$ cat src/rtl/connect4_pkg.sv
// Shared Connect-Four constants and column type.
// Used by the column-height encoder and its bench.
package connect4_pkg;
  localparam int ROWS = 6;
  localparam int COLS = 7;
  localparam int HW   = 3;

  typedef logic [ROWS-1:0] column_t;
endpackage

$ cat src/rtl/my_log_prienc.sv
// Highest-set-bit priority encoder for a column.
// Returns the index of the top set bit and an any-bit flag.
module my_log_prienc #(
  parameter int ROWS = 6,
  parameter int HW   = 3
) (
  input  logic [ROWS-1:0] onoff_i,
  output logic [HW-1:0]   idx_o,
  output logic            any_o
);

  always_comb begin
    idx_o = '0;
    any_o = |onoff_i;
    // Ascending scan: the last hit is the highest bit.
    for (int i = 0; i < ROWS; i++) begin
      if (onoff_i[i]) idx_o = HW'(i);
    end
  end

endmodule

$ cat src/rtl/my_log.sv
// Column-height encoder: registered height, legality
// and full/empty/next-free flags with a valid strobe.
module my_log #(
  parameter int ROWS = 6,
  parameter int HW   = 3
) (
  input  logic            clk,
  input  logic            reset,
  input  logic            go,
  input  logic [ROWS-1:0] onoff,
  output logic [HW-1:0]   height,
  output logic            valid,
  output logic            err,
  output logic            full,
  output logic            empty,
  output logic [ROWS-1:0] next_free
);

  import connect4_pkg::*;

  logic [HW-1:0]   idx;
  logic            any;
  logic [HW-1:0]   ht;
  logic [HW-1:0]   pop;
  logic [ROWS-1:0] nf;

  logic [HW-1:0]   height_q, height_d;
  logic            valid_q, valid_d;
  logic            err_q, err_d;
  logic            full_q, full_d;
  logic            empty_q, empty_d;
  logic [ROWS-1:0] nf_q, nf_d;

  my_log_prienc #(
    .ROWS(ROWS),
    .HW  (HW)
  ) u_prienc (
    .onoff_i(onoff),
    .idx_o  (idx),
    .any_o  (any)
  );

  always_comb begin
    ht  = any ? idx + HW'(1) : '0;
    pop = '0;
    for (int i = 0; i < ROWS; i++) begin
      pop = pop + HW'(onoff[i]);
    end
    nf = '0;
    if (ht < HW'(ROWS)) nf[ht] = 1'b1;
  end

  always_comb begin
    height_d = height_q;
    valid_d  = 1'b0;
    err_d    = err_q;
    full_d   = full_q;
    empty_d  = empty_q;
    nf_d     = nf_q;
    if (go) begin
      height_d = ht;
      valid_d  = 1'b1;
      err_d    = (pop != ht);
      full_d   = (ht == HW'(ROWS));
      empty_d  = (ht == '0);
      nf_d     = nf;
    end
  end

  always_ff @(posedge clk) begin
    if (reset) begin
      height_q <= '0;
      valid_q  <= 1'b0;
      err_q    <= 1'b0;
      full_q   <= 1'b0;
      empty_q  <= 1'b1;
      nf_q     <= ROWS'(1);
    end else begin
      height_q <= height_d;
      valid_q  <= valid_d;
      err_q    <= err_d;
      full_q   <= full_d;
      empty_q  <= empty_d;
      nf_q     <= nf_d;
    end
  end

  assign height    = height_q;
  assign valid     = valid_q;
  assign err       = err_q;
  assign full      = full_q;
  assign empty     = empty_q;
  assign next_free = nf_q;

endmodule

$ cat config.mk
export PLATFORM = sky130hd
export DESIGN_NAME = my_log
export DESIGN_NICKNAME = d
export VERILOG_FILES = /design/src/rtl/connect4_pkg.sv /design/src/rtl/my_log_prienc.sv /design/src/rtl/my_log.sv
export SDC_FILE = /design/constraint.sdc
export NUM_CORES = 1
export LEC_CHECK = 0
export BUFFER_PORTS_ARGS = -buffer_cell sky130_fd_sc_hd__buf_4
export CAP_MARGIN = 40
export CORE_AREA = 2 2 67 56
export DETAILED_ROUTE_END_ITERATION = 10
export DIE_AREA = 0 0 69 58
export HOLD_SLACK_MARGIN = 0.1
export PLACE_DENSITY = 0.45
export SYNTH_ARGS = -nofsm -noshare
export SYNTH_HDL_FRONTEND = slang
export SYNTH_SLANG_ARGS = --single-unit
$ cat constraint.sdc
create_clock -name clk -period 4.2 [get_ports clk]
set_input_delay 1.26 -clock clk [delete_from_list [all_inputs] [get_ports clk]]
set_output_delay 1.26 -clock clk [all_outputs]
set_load 0.03 [all_outputs]
==> metrics, run 1 <==
final hold violations=0; initial antenna violation count=0; setup TNS=0 ns; Initial Utilization=24.3%; Req. time, crit path=4.31 ns; maximum VDD drop=0.104 mV; post-CTS setup buffers=0; YS warnings=0; Final Setup Violations=0; skew final=0 ns; Final Max Slew Viols=0; Hold Crit Class=flip-flop to flip-flop; CP endpoint kind=flip-flop; # port buffers=21; area grow syn2layout=27.7%; Reg clk slew, reported paths=approximately 0.05 ns; post_cts resized=0; fill cell count=366; RR Endpoint=height[2]$_SDFFE_PP0P_; R2R Path Start=height[2]$_SDFFE_PP0P_; grt total ovfl=0; post-synthesis sequential area ratio=32.2%; CTS tree=built; Synth Net Count=103; Die H=58 µm; post-synthesis async set-or-reset flop share=0%; Final Util=31.0%; Worst R2R Setup Slack=3.56 ns; status=finished clean; post-route insts no fill=150; Slew @ Worst Pin=0.388 ns; pwr/cell area=333 nW/µm²; crit path from=onoff[0]; vias in the first global route=669; proportion of layout cells with a drive suffix above 1=29.6%; Clk Latency, worst-skew pair=approximately 0.24 ns; largest net degree at the start of global routing=23; Achievable Freq=305 MHz; DIE AREA=4000 µm²; routability cong.=approximately 0.70; Top-Level Pins=22; detailed-route DRC error count=0; syn avg cell area=9.18 µm²; most common cell after layout, fill and taps aside=buf_4; ys flop type=dfxtp_1; number of enable flip-flop cells after synthesis=0; Cells after Synth=88; Core Box Area=3330 µm²; DRT iter0 DRCs=17; Rows=19; Unique masters post-synth=33; ANT cells=0; global-route wire length before repair=2.95 mm; Critical path destination=err$_SDFFE_PP0P_; GRT Util Overall=9.22%; vias per cell=4.42; Post-DP HPWL=1.31 mm; # hold bufs at CTS=0; # clock sinks=13; total CTS buffers=3; synthesized cell area=about 810 µm²; period utilization=78.0%; Max-Cap Viols=0; placed cell count=between 100 and 150; max_slew headroom=74.1%; 1st-pass router iterations=4; CTS root buf=clkbuf_8; clock period minus worst slack=about 3.3 ns; leakage power=0.447 nW; crit path DAT=3.39 ns; RSZ-0062 raised after global routing=false; WS Path Type=primary input to flip-flop; Post-Route WL=roughly 1.7 mm; total number of vias=663; R2R cell count=2; H-Tree Depth=1; Setup crit start kind=primary input; clock buffer depth=2; multi-input logic area=roughly 480 µm²; routed wire length per instance=11.2 µm; critical path fanouts, max=2; most frequent cells in the layout=buf_4 (21), dfxtp_1 (13), inv_1 (11); Die Wd=69 µm; DRT antenna net count=0; flops & latches, synth=13; Total Nets Final=124; Sequential cell area=260 µm²
-- worst min-delay path by stage --
stage | from | to | slack, ns | depth (start not counted)
global route | next_free[0]$_SDFFE_PP1P_ | next_free[0]$_SDFFE_PP1P_ | 0.48 | 2
detailed placement | empty$_SDFFE_PP1P_ | empty$_SDFFE_PP1P_ | 0.45 | 2
finish | empty$_SDFFE_PP1P_ | empty$_SDFFE_PP1P_ | 0.45 | 2
floorplan | empty$_SDFFE_PP1P_ | empty$_SDFFE_PP1P_ | 0.57 | 2
global placement | next_free[0]$_SDFFE_PP1P_ | next_free[0]$_SDFFE_PP1P_ | 0.44 | 2
CTS | empty$_SDFFE_PP1P_ | empty$_SDFFE_PP1P_ | 0.46 | 2
-- cell type report --
cell class | instances | share of cell area [%]
inverter | 11 | 4.00
multi-input combinational | 59 | 46.1
clock buffer | 4 | 4.36
sequential | 13 | 25.2
tap | 42 | 5.09
timing repair buffer | 21 | 15.3
-- power breakdown --
part / total, mW / leakage (nW) / internal (mW) / switching (mW)
clock: 0.111 / 0.0228 / 0.0670 / 0.0441
combinational: 0.0984 / 0.317 / 0.0426 / 0.0558
sequential: 0.135 / 0.107 / 0.131 / 0.00358
-- state kept, by name, summed over array words and instances (netlist names) --
name	count
valid	1
full	1
next_free	6
height	3
err	1
empty	1
-- cell families (layout without fill, tap and decap cells) --
family / count (synthesis) / after routing / share of synthesized area (%)
simple gates: 24 / 24 / 18.3
compound gates: 24 / 24 / 22.8
mux: 2 / 2 / 2.48
flops: 13 / 13 / 32.2
fa+ha+maj: 6 / 6 / 12.1
xor+xnor: 3 / 3 / 3.25
buf+inv: 16 / 36 / 8.98
-- cell usage after synthesis (2+ instances only) --
library cell	number	area, µm²
dfxtp_1	13	260
inv_1	11	41.3
a21oi_1	7	35.0
nand2b_1	6	37.5
nor2_1	5	18.8
fa_1	3	60.1
ha_1	3	37.5
nand3_1	3	15.0
nor2b_1	3	18.8
o21ai_1	3	15.0
xnor2_1	3	26.3
a211oi_2	2	25.0
clkbuf_1	2	7.51
mux2i_1	2	20.0
nand4_1	2	12.5
o21a_1	2	15.0
o21bai_1	2	15.0
-- worst max-delay path, cell delays in order --
cell and delay (ns):
buf_4 0.12, fa_1 0.53, inv_1 0.05, fa_1 0.47, inv_1 0.04, ha_1 0.16
inv_1 0.06, fa_1 0.42, xnor2_1 0.16, a41oi_1 0.12
-- metal layers --
metal  global-route usage [%]  wire, µm
met5                        0         0
met2                     15.4       776
met3                     4.17        91
met1                     10.9       795
met4                     2.52        12
-- per-stage QoR --
stage | power (mW) | hold slack (ns) | cell area, µm² | worst slack, ns
after global routing | 0.365 | 0.480 | 1030 | 0.814
after CTS | 0.351 | 0.457 | 1030 | 0.909
after detailed placement | 0.237 | 0.447 | 987 | 0.643
final | 0.344 | 0.446 | 1030 | 0.923
after global placement | 0.236 | 0.440 | 987 | 0.690
after floorplan | 0.208 | 0.567 | 808 | 0.850
Note: power is estimated with default switching activity, not from simulation.
==> run 2: changes to the inputs <==
- PLACE_DENSITY: 0.45 -> 0.47
- clock period: 4.2 -> 2.74 ns (I/O delays scaled with it)
==> run 2 against run 1 <==
  * The run now ends with setup timing left
  * Final cell count rose by 2.0%
  * Sequential share of layout area down 0.86 points
  * Flip-flop and latch count unchanged
  * Global-route usage about the same
  * Cell area grew 3.5%
  * Wire length is 4.7% higher
  * Via count increased by 2.1%
  * Clock-buffer cell count stayed put
  * Total power is 55% higher
  * Critical path type unchanged
  * Critical endpoint unchanged
  * Largest power group unchanged
==> metrics, run 2 (synthesized netlist as in run 1, its figures left out) <==
status=finished, violations left; failing checks=setup timing; proportion of layout cells with a drive suffix above 1=34.2% (+4.6 points); R2R Path Start=height[2]$_SDFFE_PP0P_; GRT met1 Usage=10.9% (unchanged); DRT antenna net count=0 (unchanged); # hold bufs at CTS=0 (unchanged); Achievable Freq=357 MHz; CP endpoint kind=flip-flop; # clock sinks=13 (unchanged); Reg clk slew, reported paths=0.06 ns (about the same); GRT Max-Usage Layer=met2; Final Setup Violations=1 (+1); most frequent CP cell=fa_1; clock buffer depth=2 (unchanged); R2R cell count=2 (unchanged); Die Wd=69 µm (unchanged); Clk Latency, worst-skew pair=0.24 ns (about the same); post-CTS setup buffers=0 (unchanged); GRT Util Overall=9.18% (-0.037 points); vias in the first global route=647 (-3.3%); clock period minus worst slack=2.80 ns; Core Box Area=3330 µm² (unchanged); final hold violations=0 (unchanged); placed cell count=149 (+2.1%); RR Endpoint=height[2]$_SDFFE_PP0P_; Slew @ Worst Pin=0.397 ns (+0.00882 ns); skew final=0 ns (unchanged); Rows=19 (unchanged); Post-Route WL=1.75 mm (+4.7%); RSZ-0062 raised after global routing=true; # port buffers=21 (unchanged); leakage power=0.462 nW (+3.5%); Worst Hold Endpoint=next_free[0]$_SDFFE_PP1P_; max FFs per register=6 (unchanged); Die H=58 µm (unchanged); 1st-pass router iterations=4 (unchanged); Initial Utilization=24.3% (unchanged); total number of vias=677 (+2.1%); most frequent cells in the layout=buf_4 (22), dfxtp_1 (13), inv_1 (9); routed wire length per instance=11.5 µm (+2.6%); CTS root buf=clkbuf_8; post-route worst setup slack=-0.0598 ns (-0.983 ns); setup TNS=-0.0598 ns (-0.0598 ns); grt met3 use=4.52% (+0.35 points); ANT cells=0 (unchanged); global-route wire length before repair=2.91 mm (-1.2%); Post-DP HPWL=1.38 mm (+5.4%); critical-path cell list=buf_6, fa_1, inv_2, fa_1, inv_1, ha_2, inv_2, fa_1, xnor2_1, a41oi_1; H-Tree Depth=1 (unchanged); Req. time, crit path=2.86 ns (-1.45 ns); hold depth=2 (unchanged); Final Util=32.1% (+1.1 points); crit path DAT=2.92 ns (-0.47 ns); Max-Cap Viols=0 (unchanged); grt total ovfl=0 (unchanged); Critical Path Max Stage Delay=0.55 ns (+0.02 ns); WS Path Type=primary input to flip-flop; largest net degree at the start of global routing=23 (unchanged); most common cell after layout, fill and taps aside=buf_4; area grow syn2layout=32.2%; maximum VDD drop=0.291 mV (+180%); routability cong.=0.686 (-2.6%); initial antenna violation count=0 (unchanged); period utilization=102%; vias per cell=4.42 (+0.11%); detailed-route DRC error count=0 (unchanged); crit path from=onoff[0]; hold slack=0.449 ns (+0.00329 ns); total CTS buffers=3 (unchanged); Final Max Slew Viols=0 (unchanged); Cell Area, Placed=1010 µm² (+2.3%); Hold Crit Class=flip-flop to flip-flop; DRT iter0 DRCs=10 (-7); CTS tree=built; post-route insts no fill=153 (+2.0%); Total Nets Final=127 (+2.4%); DIE AREA=4000 µm² (unchanged); Worst R2R Setup Slack=2.08 ns (-1.48 ns); critical path fanouts, max=2 (unchanged); Top-Level Pins=22 (unchanged); met2 Resource Use GR=15.8% (+0.41 points); CP max stage cell=fa_1; pwr/cell area=500 nW/µm² (+50%); worst hold start=next_free[0]$_SDFFE_PP1P_; Setup crit start kind=primary input; max_slew headroom=73.5% (-0.59 points); final instance area=1070 µm² (+3.5%)
[run 2: cell types whose count changed in the layout (fill, tap and decap cells not counted)]
cell,previous run,this run
ha_1,3,2
inv_2,0,2
inv_1,11,9
ha_2,0,1
buf_4,21,22
buf_6,0,1
buf_8,0,1
[run 2: repair_timing]
item / 4_1_cts / 5_1_grt
resized for setup: 4 / 2
pin swaps: 5 / 5
setup endpoints to repair: 1 / 1
endpoints found under the hold margin: 0 / 0
[run 2: final cells by class]
type | count | area [µm²]
inverter | 11 | 41.3
sequential | 13 | 260
clock buffer | 4 | 45.0
multi-input combinational | 59 | 478
timing repair buffer | 24 | 191
fill | 383 | 2260
tap | 42 | 52.6
[run 2: metrics by stage]
step	worst slack [ns]	power (mW)
floorplan	-0.151	0.319
CTS	-0.0959	0.541
global placement	-0.313	0.364
finish	-0.0598	0.534
global route	-0.145	0.572
detailed placement	-0.360	0.367
[run 2: critical path: cells and delay by family]
kind / cells / cell delay, ns
fa+ha+maj: 4 / 1.64
compound gates: 1 / 0.10
xor+xnor: 1 / 0.11
buf+inv: 4 / 0.24
[run 2: power breakdown]
part	internal, mW	switching, mW	total (mW)
combinational	0.0713	0.0876	0.159
sequential	0.201	0.00568	0.207
clock	0.102	0.0662	0.169
total	0.375	0.160	0.534
[run 2: worst max-delay path by stage]
stage | slack (ns) | end
finish | -0.06 | err$_SDFFE_PP0P_
global route | -0.15 | err$_SDFFE_PP0P_
CTS | -0.1 | err$_SDFFE_PP0P_
detailed placement | -0.36 | err$_SDFFE_PP0P_
global placement | -0.31 | err$_SDFFE_PP0P_
floorplan | -0.15 | err$_SDFFE_PP0P_
[run 2: routing by layer]
| metal | wire [µm] | vias to the layer above |
|---|---|---|
| li1 | - | 343 |
| met1 | 810 | 315 |
| met2 | 833 | 19 |
| met3 | 109 | 0 |
| met4 | 0 | 0 |
| met5 | 0 | - |
